$ cat src/rtl/cnn_coord_pkg.sv
// cnn_coord_pkg: shared lane packing helpers, FSM state encoding and output-grid math for the CNN coordinate path
package cnn_coord_pkg;

    localparam int DEF_WIDTH = 32;
    localparam int CNT_W     = 16;

    typedef enum logic [1:0] {
        IDLE = 2'd0,
        RUN  = 2'd1,
        DONE = 2'd2
    } state_t;

    function automatic int lane_lo(input int lane, input int width);
        return lane * width;
    endfunction

    function automatic int out_dim(input int img, input int k, input int stride, input int pad);
        return (img + 2 * pad - k) / stride + 1;
    endfunction

endpackage

$ cat src/rtl/conv_window_lane_calc.sv
// conv_window_lane_calc: combinational per-tap x/y lane generator for one window origin
// Optional replicate padding and pad_mask when CONV_WINDOW_COORD_PAD_EN is defined.
module conv_window_lane_calc
    import cnn_coord_pkg::*;
#(
    parameter int WIDTH       = DEF_WIDTH,
    parameter int KERNEL_SIZE = 5,
    parameter int PORT_NUM    = 25,
    parameter int IMG_W       = 32,
    parameter int IMG_H       = 32,
    parameter int STRIDE      = 1
) (
    input  logic [CNT_W-1:0]          ox,
    input  logic [CNT_W-1:0]          oy,
    output logic [PORT_NUM*WIDTH-1:0] x_bus,
`ifdef CONV_WINDOW_COORD_PAD_EN
    output logic [PORT_NUM*WIDTH-1:0] y_bus,
    output logic [PORT_NUM-1:0]       pad_mask
`else
    output logic [PORT_NUM*WIDTH-1:0] y_bus
`endif
);

`ifdef CONV_WINDOW_COORD_PAD_EN
    localparam int PAD = (KERNEL_SIZE - 1) / 2;
`else
    localparam int PAD = 0;
`endif

    for (genvar i = 0; i < PORT_NUM; i++) begin : g_lane
        localparam int KX = i % KERNEL_SIZE;
        localparam int KY = i / KERNEL_SIZE;
        int xr, yr, xc, yc;
        assign xr = int'(ox) * STRIDE + KX - PAD;
        assign yr = int'(oy) * STRIDE + KY - PAD;
`ifdef CONV_WINDOW_COORD_PAD_EN
        // Replicate padding: taps falling off the map reuse the nearest edge pixel
        assign xc = xr < 0 ? 0 : (xr > IMG_W - 1 ? IMG_W - 1 : xr);
        assign yc = yr < 0 ? 0 : (yr > IMG_H - 1 ? IMG_H - 1 : yr);
        assign pad_mask[i] = (xc != xr) || (yc != yr);
`else
        assign xc = xr;
        assign yc = yr;
`endif
        assign x_bus[lane_lo(i, WIDTH) +: WIDTH] = WIDTH'(xc);
        assign y_bus[lane_lo(i, WIDTH) +: WIDTH] = WIDTH'(yc);
    end

endmodule

$ cat src/rtl/conv_window_coord_gen.sv
// conv_window_coord_gen: raster-order kernel window walker emitting PORT_NUM packed x/y tap lanes per beat
// Optional same/replicate padding and pad_mask output when CONV_WINDOW_COORD_PAD_EN is defined.
module conv_window_coord_gen
    import cnn_coord_pkg::*;
#(
    parameter int WIDTH       = DEF_WIDTH,
    parameter int KERNEL_SIZE = 5,
    parameter int PORT_NUM    = 25,
    parameter int IMG_W       = 32,
    parameter int IMG_H       = 32,
    parameter int STRIDE      = 1
) (
    input  logic                      clk,
    input  logic                      rst,
    input  logic                      start,
    output logic                      busy,
    output logic                      done,
    output logic                      out_valid,
    input  logic                      out_ready,
    output logic [PORT_NUM*WIDTH-1:0] x_bus,
    output logic [PORT_NUM*WIDTH-1:0] y_bus,
    output logic [15:0]               win_ox,
    output logic [15:0]               win_oy,
`ifdef CONV_WINDOW_COORD_PAD_EN
    output logic                      last,
    output logic [PORT_NUM-1:0]       pad_mask
`else
    output logic                      last
`endif
);

`ifdef CONV_WINDOW_COORD_PAD_EN
    localparam int PAD = (KERNEL_SIZE - 1) / 2;
`else
    localparam int PAD = 0;
`endif
    localparam int OUT_W = out_dim(IMG_W, KERNEL_SIZE, STRIDE, PAD);
    localparam int OUT_H = out_dim(IMG_H, KERNEL_SIZE, STRIDE, PAD);
    localparam logic [CNT_W-1:0] LAST_X = CNT_W'(OUT_W - 1);
    localparam logic [CNT_W-1:0] LAST_Y = CNT_W'(OUT_H - 1);

    if (PORT_NUM != KERNEL_SIZE * KERNEL_SIZE) begin : g_bad_port_num
        $error("PORT_NUM must equal KERNEL_SIZE*KERNEL_SIZE");
    end
    if (OUT_W < 1 || OUT_W > 65535 || OUT_H < 1 || OUT_H > 65535) begin : g_bad_grid
        $error("output grid must be 1..65535 in each axis");
    end

    state_t                    state, state_n;
    logic [CNT_W-1:0]          ox_n, oy_n;
    logic                      ld;
    logic [PORT_NUM*WIDTH-1:0] x_calc, y_calc;
`ifdef CONV_WINDOW_COORD_PAD_EN
    logic [PORT_NUM-1:0]       mask_calc;
`endif

    // Lanes are computed from the next window origin so they land in the output registers with it
    conv_window_lane_calc #(
        .WIDTH       (WIDTH),
        .KERNEL_SIZE (KERNEL_SIZE),
        .PORT_NUM    (PORT_NUM),
        .IMG_W       (IMG_W),
        .IMG_H       (IMG_H),
        .STRIDE      (STRIDE)
    ) u_lane (
        .ox       (ox_n),
        .oy       (oy_n),
        .x_bus    (x_calc),
`ifdef CONV_WINDOW_COORD_PAD_EN
        .y_bus    (y_calc),
        .pad_mask (mask_calc)
`else
        .y_bus    (y_calc)
`endif
    );

    // Next state and next window origin; ld marks a new beat being loaded
    always_comb begin
        state_n = state;
        ox_n    = win_ox;
        oy_n    = win_oy;
        ld      = 1'b0;
        if (state == IDLE && start) begin
            state_n = RUN;
            ox_n    = '0;
            oy_n    = '0;
            ld      = 1'b1;
        end else if (state == RUN && out_ready) begin
            state_n = last ? DONE : RUN;
            ld      = !last;
            ox_n    = last ? win_ox : (win_ox == LAST_X ? '0 : win_ox + 1'b1);
            oy_n    = last ? win_oy : (win_ox == LAST_X ? win_oy + 1'b1 : win_oy);
        end else if (state != RUN) begin
            state_n = IDLE;
        end
    end

    // State register plus fully registered outputs; beat contents only change on a load
    always_ff @(posedge clk or posedge rst) begin
        if (rst) begin
            state     <= IDLE;
            busy      <= 1'b0;
            done      <= 1'b0;
            out_valid <= 1'b0;
            last      <= 1'b0;
            win_ox    <= '0;
            win_oy    <= '0;
            x_bus     <= '0;
            y_bus     <= '0;
`ifdef CONV_WINDOW_COORD_PAD_EN
            pad_mask  <= '0;
`endif
        end else begin
            state     <= state_n;
            busy      <= state_n == RUN;
            out_valid <= state_n == RUN;
            done      <= state_n == DONE;
            if (ld) begin
                win_ox   <= ox_n;
                win_oy   <= oy_n;
                x_bus    <= x_calc;
                y_bus    <= y_calc;
                last     <= (ox_n == LAST_X) && (oy_n == LAST_Y);
`ifdef CONV_WINDOW_COORD_PAD_EN
                pad_mask <= mask_calc;
`endif
            end else if (state_n != RUN) begin
                last <= 1'b0;
            end
        end
    end

endmodule
$ cat config.mk
export PLATFORM = sky130hd
export DESIGN_NAME = conv_window_coord_gen
export DESIGN_NICKNAME = d
export VERILOG_FILES = /design/src/rtl/cnn_coord_pkg.sv /design/src/rtl/conv_window_lane_calc.sv /design/src/rtl/conv_window_coord_gen.sv
export SDC_FILE = /design/constraint.sdc
export NUM_CORES = 1
export LEC_CHECK = 0
export CAP_MARGIN = 10
export CORE_AREA = 5 5 642 644
export CTS_CLUSTER_DIAMETER = 120
export DETAILED_ROUTE_END_ITERATION = 7
export DIE_AREA = 0 0 647 649
export PLACE_DENSITY = 0.3
export SKIP_LAST_GASP = 1
export SLEW_MARGIN = 20
export SYNTH_ARGS = -nofsm -noshare
export SYNTH_HDL_FRONTEND = slang
export SYNTH_SLANG_ARGS = --single-unit
$ cat constraint.sdc
create_clock -name clk -period 13.14 [get_ports clk]
set_input_delay 3.942 -clock clk [delete_from_list [all_inputs] [get_ports clk]]
set_output_delay 3.942 -clock clk [all_outputs]
set_load 0.02 [all_outputs]
Word level (Yosys, flattened, before mapping)
Cells that the tools add are included.
{"block": "totals", "register_bits": 1477, "in_bits": 4, "output_inout_bits": 1636, "elab_cells": 48}
{"block": "classes", "n_addsub": 10, "n_eq_ne": 8, "muxes": 16, "n_reduce_logical": 6}
{"operator": "16-bit two-way mux", "n": 8}
{"operator": "16-bit by 2-bit adder with 17-bit output (second input constant)", "n": 4}
{"operator": "16-bit by 5-bit == test with 1-bit output (second input constant)", "n": 3}
{"operator": "16-bit by 1-bit adder with 17-bit output (second input constant)", "n": 2}
{"operator": "16-bit by 3-bit adder with 17-bit output (second input constant)", "n": 2}
{"operator": "16-bit by 1-bit adder with 16-bit output (second input constant)", "n": 2}
{"operator": "2-bit two-way mux", "n": 4}
{"operator": "2-bit by 1-bit == test with 1-bit output (second input constant)", "n": 2}
{"operator": "1-bit two-way mux", "n": 4}
{"operator": "2-bit by 1-bit inequality test with 1-bit output (second input constant)", "n": 2}
{"operator": "1-bit logical AND", "n": 3}
{"operator": "2-bit == test (second input constant)", "n": 1}
{"operator": "2-bit logical NOT", "n": 1}
{"operator": "2-bit nonzero test", "n": 1}
{"operator": "1-bit logical NOT", "n": 1}

Depth between registers and ports, before layout
Gate-level depths: netlist of the first run.
{"block": "logic_depth", "word_depth": 8, "mapped_depth": 15, "depth_no_buf": 14}

Cells and area by module
A second synthesis of the first run with hierarchy kept.
{"block": "unflattened", "hier_cells": 5427, "area_unflattened_um2": 74229.9}
{"module": "conv_window_coord_gen", "instances": 1, "cells_each": 3651, "area_each_um2": 61136.1, "seq_area_each_um2": 40964.3}
{"module": "conv_window_lane_calc", "instances": 1, "cells_each": 1776, "area_each_um2": 13093.8, "seq_area_each_um2": 0.0}

Least setup slack after synthesis of the first run
Ideal clock, no wire load.
{"block": "synth_timing", "kind": "input to register", "start": "input port out_ready", "end": "register y_bus[623]", "setup_time_ns": 0.076, "arrival_time_ns": 6.657, "t_required_ns": 13.064, "slack_ns": 6.406, "stages": 13, "path_buffers": 2, "path_cell_list": "nand4bb_4 > clkbuf_1 > buf_1 > nor2_1 > nand2_1 > a21oi_1 > ha_1 > a31oi_1 > and3_1 > nor4_2 > nand4_1 > xor2_1 > o21ai_1"}
{"block": "synth_via", "elab_chain_len": 4, "word_cells_on_any_way": 6, "cone_classes": "add/sub (1); mux (4); reduce/logical (1)"}
{"element": "from (decl)", "line_no": "conv_window_coord_gen.sv:19", "text": "input logic out_ready,"}
{"element": "1-bit logical AND", "line_no": "conv_window_coord_gen.sv:88", "text": "end else if (state == RUN && out_ready) begin"}
{"element": "16-bit two-way mux", "line_no": "conv_window_coord_gen.sv:88"}
{"element": "16-bit two-way mux", "line_no": "conv_window_coord_gen.sv:83", "text": "if (state == IDLE && start) begin"}
{"element": "named net oy_n[1]", "line_no": "conv_window_coord_gen.sv:50", "text": "logic [CNT_W-1:0] ox_n, oy_n;"}
{"element": "16-bit by 2-bit adder with 17-bit output", "line_no": "conv_window_lane_calc.sv:35", "text": "assign yr = int'(oy) * STRIDE + KY - PAD;"}
{"element": "to (signal assigned)", "line_no": "conv_window_coord_gen.sv:122", "text": "y_bus <= y_calc;"}
{"element": "to (decl)", "line_no": "conv_window_coord_gen.sv:21", "text": "output logic [PORT_NUM*WIDTH-1:0] y_bus,"}
The timed path passes the listed nets, and every way through them passes these cells.
A chain may end at the register's enable or synchronous reset.

Worst setup path after layout of the first run
{"block": "layout_timing", "start": "input port out_ready", "end": "register x_bus[687]"}
{"block": "layout_via", "elab_chain_len": 4, "word_cells_on_any_way": 6, "cone_classes": "add/sub (1); mux (4); reduce/logical (1)"}
{"element": "1-bit logical AND", "line_no": "conv_window_coord_gen.sv:88"}
{"element": "16-bit two-way mux", "line_no": "conv_window_coord_gen.sv:88"}
{"element": "16-bit two-way mux", "line_no": "conv_window_coord_gen.sv:83"}
{"element": "named net ox_n[2]", "line_no": "conv_window_coord_gen.sv:50"}
{"element": "16-bit by 1-bit adder with 17-bit output", "line_no": "conv_window_lane_calc.sv:34", "text": "assign xr = int'(ox) * STRIDE + KX - PAD;"}
{"element": "to (signal assigned)", "line_no": "conv_window_coord_gen.sv:121", "text": "x_bus <= x_calc;"}
{"element": "to (decl)", "line_no": "conv_window_coord_gen.sv:20", "text": "output logic [PORT_NUM*WIDTH-1:0] x_bus,"}
The timed path passes the listed nets, and every way through them passes these cells.

==> results of run 1 <==
==> metrics by stage <==
| step | area [µm²] | cells | util [%] | setup slack, ns |
|---|---|---|---|---|
| 6_report | 28080 | 8070 | 6.931 | 4.718 |
| 4_1_cts | 28050 | 8058 | 6.923 | 4.670 |
| 3_3_place_gp | 27490 | 8026 | 6.783 | 4.158 |
| 2_1_floorplan | 22890 | 3219 | - | 4.736 |
| 3_5_place_dp | 27490 | 8026 | 6.783 | 4.197 |
| 5_1_grt | 28050 | 8058 | 6.923 | 4.403 |
==> final cells by class <==
| class | instances | area share [%] |
|---|---|---|
| Clock buffer | 18 | 1.564 |
| Clock inverter | 14 | 0.4589 |
| Multi-Input combinational cell | 1491 | 26.26 |
| Antenna cell | 12 | 0.1069 |
| Timing Repair Buffer | 918 | 32.37 |
| Sequential cell | 165 | 14.71 |
| Tap cell | 5428 | 24.18 |
| Inverter | 24 | 0.3475 |
==> synth_stat cells (all sizes together), types with 14 or more instances <==
| cell type | count |
|---|---|
| buf | 1500 |
| dfrtp | 165 |
| nand2 | 148 |
| o21ai | 105 |
| xnor2 | 56 |
| nor2 | 50 |
| nand3 | 41 |
| clkbuf | 39 |
| a21oi | 37 |
| nor3 | 30 |
| nand4 | 29 |
| inv | 24 |
| xor2 | 23 |
| nor4 | 22 |
| o31ai | 16 |
| mux2i | 14 |
==> worst register-to-register path, stage by stage, from the launching register on <==
cell	delay [ns]
dfrtp_2	0.98
ha_1	0.34
nor4b_1	0.24
nand4_1	0.69
nor2_1	0.69
nand2_1	0.17
a21oi_1	0.74
ha_1	0.62
nor4b_1	0.42
nand4_1	0.26
nand4bb_1	0.57
o31ai_1	0.19
==> report_power, final <==
group / leakage (nW) / switching (mW) / internal (mW)
logic: 7.02 / 0.794 / 0.409
registers: 2.24 / 0.181 / 0.541
clock network: 0.273 / 0.264 / 0.256
==> cell usage in the layout, fill, tap and decap left out, types with 7 or more instances in the layout <==
cell type	instances
a21oi_1	30
a22oi_1	7
a31oi_1	9
and2_1	8
and3_1	7
buf_4	39
clkbuf_16	17
clkdlybuf4s50_1	879
conb_1	760
dfrtp_1	163
diode_2	12
ha_1	10
inv_1	21
mux2i_1	14
nand2_1	147
nand3_1	40
nand4_1	28
nor2_1	48
nor3_1	30
nor4_1	18
o211ai_1	8
o21ai_0	80
o21ai_1	25
o31ai_1	16
or4_1	9
xnor2_1	56
xor2_1	23
==> how the worst max path moves through the flow <==
stage / depth (start not counted) / startpoint / end
3_5_place_dp: 10 / out_ready / last
3_3_place_gp: 10 / out_ready / last
5_1_grt: 13 / out_ready / x_bus[687]
6_report: 13 / out_ready / x_bus[687]
2_1_floorplan: 1 / rst / done
4_1_cts: 13 / out_ready / x_bus[687]
==> flip-flops by register name, indices dropped and copies added, names as in the netlist <==
name	cells
last	1
done	1
out_valid	1
state	2
x_bus	65
y_bus	65
win_ox	15
win_oy	15
==> routing by layer <==
layer	GRT usage, %	share of wire (%)	vias to the layer above
li1	-	-	6088
met1	6.043	38	6800
met2	10.29	54	829
met3	1.092	6.5	44
met4	1.001	1.6	0
met5	0	0	-
==> cells by family after synthesis <==
family                   count (synthesis)  share of synthesized area [%]
AND/OR/NAND/NOR                        400                          10.49
other                                    1                        0.01871
multiplexers                            14                         0.6991
flip-flops                             165                          20.60
buffers and inverters                 1563                          57.04
XOR/XNOR                                79                          3.452
AO/OA/AOI/OAI                          228                          7.078
adder cells (fa/ha/maj)                 10                         0.6242
==> metrics.yaml, run 1 <==
worstHoldEndpoint: "y_bus[289]"
synth-async-reset-ratio_pct: 100.0
cts_root_buffer: "clkbuf_16"
hp-class: "reg2reg"
arrival_ns: 8.75
cts_buffers: 17
p_leak_nw: 9.531
first_iter_violations: 638
reg2reg_depth: 11
crit_family: "simple AND/OR/NAND/NOR gates"
hp-start: "y_bus[289]"
clk_path_buf_depth: 2
synth.area.top_cells: "buf_4 (55%), dfrtp_1 (21%), nand2_1 (2.8%)"
r2r_end: "last"
grt_max_degree: 88
cp_common_cell: "nor2_1"
post_drt_wl_per_cell_um: 14.88
setup_viol: 0
io_buffers: 879
status: "finished clean"
fillers: 47740
startpoint_type: "input pin"
die-height_um: 649
worstMarginPinSlew_ns: 1.034
fin_crit_sh_pct: 64.10
clk_pin_slew_ns: 0.08
start_util_pct: 4.947
clk-insertion-delay-late_ns: 0.48
grt-ovfl-total: 0
coreArea_mm2: 0.4052
dp_hpwl_um: 102100
syn_area_mm2: 0.02005
cts_hold_buf: 0
drive_gt1_share_pct: 4.221
slowest_delay_ns: 0.78
grt_pass1_wl_um: 149600
viasPerCell: 1.705
layout.nets: 2631
crit_fanout: 26
regArea_mm2: 0.004131
yosys.area.top_type_share_pct: 55.28
cts_setup_buffers: 0
slowest_stage: "nor4_2"
maxCapViolations: 0
finalPower_mw: 2.445
grt_usage_pct: 5.358
holdPathStages: 2
seq_area_frac_synth_pct: 20.60
worst_setup_path_end_kind: "register"
crit_buf_inv: 2
tns_ns: 0
period_minus_slack_ns: 8.422
antenna_found_initial: 31
power_per_cell_area_mw_per_mm2: 87.05
die_area_mm2: 0.4199
crit_type: "in2reg"
multiInputGateArea_mm2: 0.007373
holdWs_ns: 0.6731
r2r_setup_slack_ns: 7.15
dieWidth_um: 647
h-tree-depth: 4
first_pass_iters: 5
routed_wirelength_um: 120100
fmax_mhz: 118.7
num_vias: 13760
yosys_warnings: 0
synthCells: 2460
ios: 1640
worst_ir_drop_vdd_mv: 0.08375
hold_viol_final: 0
yosysTopAreaCell: "buf_4"
area_growth_pct: 40.10
path_cells: "clkdlybuf4s50_1 > nand4bb_4 > buf_4 > nor3b_1 > a21oi_1 > nor2_1 > ha_1 > o21ai_0 > nor4_2 > nand2_1 > nor2_1 > xnor2_1 > o21ai_1"
num_rows: 234
synth_edf_count: 0
rsz0062_at_grt: "false"
postSynthAreaPerCell_um2: 8.149
cts_resized: 0
ys_ff_latch: 165
grt_pass1_vias: 13530
cts_tree: "done"
final-max-slew-violation-count: 0
ant_nets: 0
drc: 0
ys.flop_type: "dfrtp_1"
max_slew_margin_pct: 31.07
gp_congestion: 0.6996
cp_data_required_time_ns: 13.47
clock_skew_ns: 0.01756
synth_cell_types: 75
cts.sinks: 165
r2r_start: "win_ox[0]"
No activity file was read; power rests on OpenSTA's default activity.
==> run 2, diff against run 1 <==
- clock period: 13.14 -> 6.9 ns (I/O delays scaled with it)
==> metrics.yaml, run 2 (same netlist as run 1, synthesis figures left out) <==
post-route-worst-setup-slack_ns: 1.386  # was 4.718 ns
cts_buffers: 17  # unchanged
worstMarginPinSlew_ns: 1.060  # was 1.034 ns
r2r_end: "x_bus[745]"  # was last
drive_gt1_share_pct: 5.162  # was 4.221%
rsz0062_at_grt: "false"  # unchanged
mostFrequentLayoutCell: "clkdlybuf4s50_1"  # unchanged
seqPwrFrac_pct: 27.7  # was 29.5%
routed_wirelength_um: 119400  # was 120100 µm
cts_tree: "done"  # unchanged
postLayoutCoreUtil_pct: 6.984  # was 6.931%
worst_setup_path_end_kind: "register"  # unchanged
fmax_mhz: 181.3
grt_pass1_wl_um: 149300  # was 149600 µm
cp_data_required_time_ns: 7.31  # was 13.47 ns
clk-insertion-delay-late_ns: 0.49  # was 0.48 ns
first_iter_violations: 673  # was 638
holdPathStages: 2  # unchanged
multiInputGateArea_mm2: 0.007380  # was 0.007373 mm²
final_cell_mix: "clkdlybuf4s50_1 (879), conb_1 (760), dfrtp_1 (162)"  # was clkdlybuf4s50_1 (879), conb_1 (760), dfrtp_1 (163)
grt_usage_pct: 5.329  # was 5.358%
pwr-share-clk_pct: 21.2  # was 21.3%
worstHoldEndpoint: "y_bus[461]"  # was y_bus[289]
first_pass_iters: 5  # unchanged
p_sw_mw: 2.367  # was 1.238 mW
fin_crit_sh_pct: 79.92
arrival_ns: 5.92  # was 8.75 ns
die-height_um: 649  # unchanged
grt-ovfl-total: 0  # unchanged
io_buffers: 879  # unchanged
switching_share_pct: 50.60  # was 50.66%
dp_hpwl_um: 102300  # was 102100 µm
viasPerCell: 1.720  # was 1.705
fin_cells: 8097  # was 8070
max_slew_margin_pct: 29.34  # was 31.07%
cts_setup_buffers: 0  # unchanged
grt_pass1_vias: 13690  # was 13530
period_minus_slack_ns: 5.514
combPwrFrac_pct: 51.1  # was 49.2%
dp.cells: 8050  # was 8026
coreArea_mm2: 0.4052  # unchanged
dieWidth_um: 647  # unchanged
grt_max_degree: 140  # was 88
r2r_start: "win_ox[5]"  # was win_ox[0]
regArea_mm2: 0.004133  # was 0.004131 mm²
post_drt_wl_per_cell_um: 14.74  # was 14.88 µm
maxCapViolations: 0  # unchanged
cts_resized: 0  # unchanged
cts_root_buffer: "clkbuf_16"  # unchanged
h-tree-depth: 4  # unchanged
hp-start: "y_bus[461]"  # was y_bus[289]
fillers: 47670  # was 47740
dp_slack_ns: 0.7684  # was 4.197 ns
crit_type: "in2reg"  # unchanged
setup_viol: 0  # unchanged
cts_hold_buf: 0  # unchanged
layout.nets: 2655  # was 2631
ant_nets: 0  # unchanged
power_per_cell_area_mw_per_mm2: 165.3  # was 87.05 mW/mm²
ios: 1640  # unchanged
gp_congestion: 0.7280  # was 0.6996
status: "finished clean"  # unchanged
num_rows: 234  # unchanged
r2r_setup_slack_ns: 2.28  # was 7.15 ns
hold_viol_final: 0  # unchanged
area_growth_pct: 41.17  # was 40.10%
start_util_pct: 4.947  # unchanged
clk_path_buf_depth: 2  # unchanged
crit_fanout: 16  # was 26
internal_power_mw: 2.311  # was 1.206 mW
hp-class: "reg2reg"  # unchanged
clock_skew_ns: 0.01690  # was 0.01756 ns
cts.sinks: 165  # unchanged
finalPower_mw: 4.679  # was 2.445 mW
reg.largest.list: "x_bus x65, y_bus x65"  # unchanged
antenna_found_initial: 21  # was 31
final-max-slew-violation-count: 0  # unchanged
p_leak_nw: 9.670  # was 9.531 nW
reg2reg_depth: 14  # was 11
tns_ns: 0  # unchanged
clk_pin_slew_ns: 0.07  # was 0.08 ns
startpoint_type: "input pin"  # unchanged
worst_ir_drop_vdd_mv: 0.1956  # was 0.08375 mV
die_area_mm2: 0.4199  # unchanged
num_vias: 13920  # was 13760
drc: 0  # unchanged
run 2: power by group through the flow:
stage	logic, mW	registers, mW	clock network, mW
global placement	2.45	1.35	0
global route	2.53	1.33	1.06
detailed placement	2.43	1.35	0
finish	2.39	1.29	0.991
CTS	2.44	1.34	1.03
floorplan	1.92	1.25	0
run 2: critical path, cell delays in order:
cell	delay, ns
clkdlybuf4s50_1	0.65
nand4bb_4	0.42
buf_4	0.37
nor3_1	0.35
o21a_1	0.24
ha_1	0.55
and3_1	0.34
nand3_1	0.35
nor3_1	0.32
mux2i_1	0.21
run 2: metal layers:
layer  vias up  global-route usage (%)  share of wire [%]
li1       6115                       -                  -
met2       854                   10.13                 53
met3        62                   1.085                6.4
met4         0                   1.280                1.9
met1      6893                   5.996                 39
met5         -                       0                  0
run 2: per-stage QoR:
| step | hold slack, ns | area, µm² |
|---|---|---|
| after floorplan | 0.6247 | 22890 |
| after global placement | 0.6502 | 27690 |
| after detailed placement | 0.6699 | 27700 |
| after CTS | 0.6928 | 28260 |
| after global routing | 0.7030 | 28270 |
| final | 0.6555 | 28300 |
run 2: how the worst max path moves through the flow:
stage                         start  cells after the start          to
after global placement    out_ready                      9        last
after CTS                 out_ready                      9  y_bus[303]
after floorplan                 rst                      1        done
after detailed placement  out_ready                      9  y_bus[783]
after global routing      out_ready                      9  y_bus[783]
final                     out_ready                     10  y_bus[302]
run 2: cell type report:
cell class	instances	share of cell area, %
Inverter	24	0.3449
Multi-Input combinational cell	1491	26.08
Clock buffer	17	1.503
Tap cell	5428	24.00
Clock inverter	15	0.4864
Sequential cell	165	14.60
Timing Repair Buffer	942	32.85
Antenna cell	15	0.1326
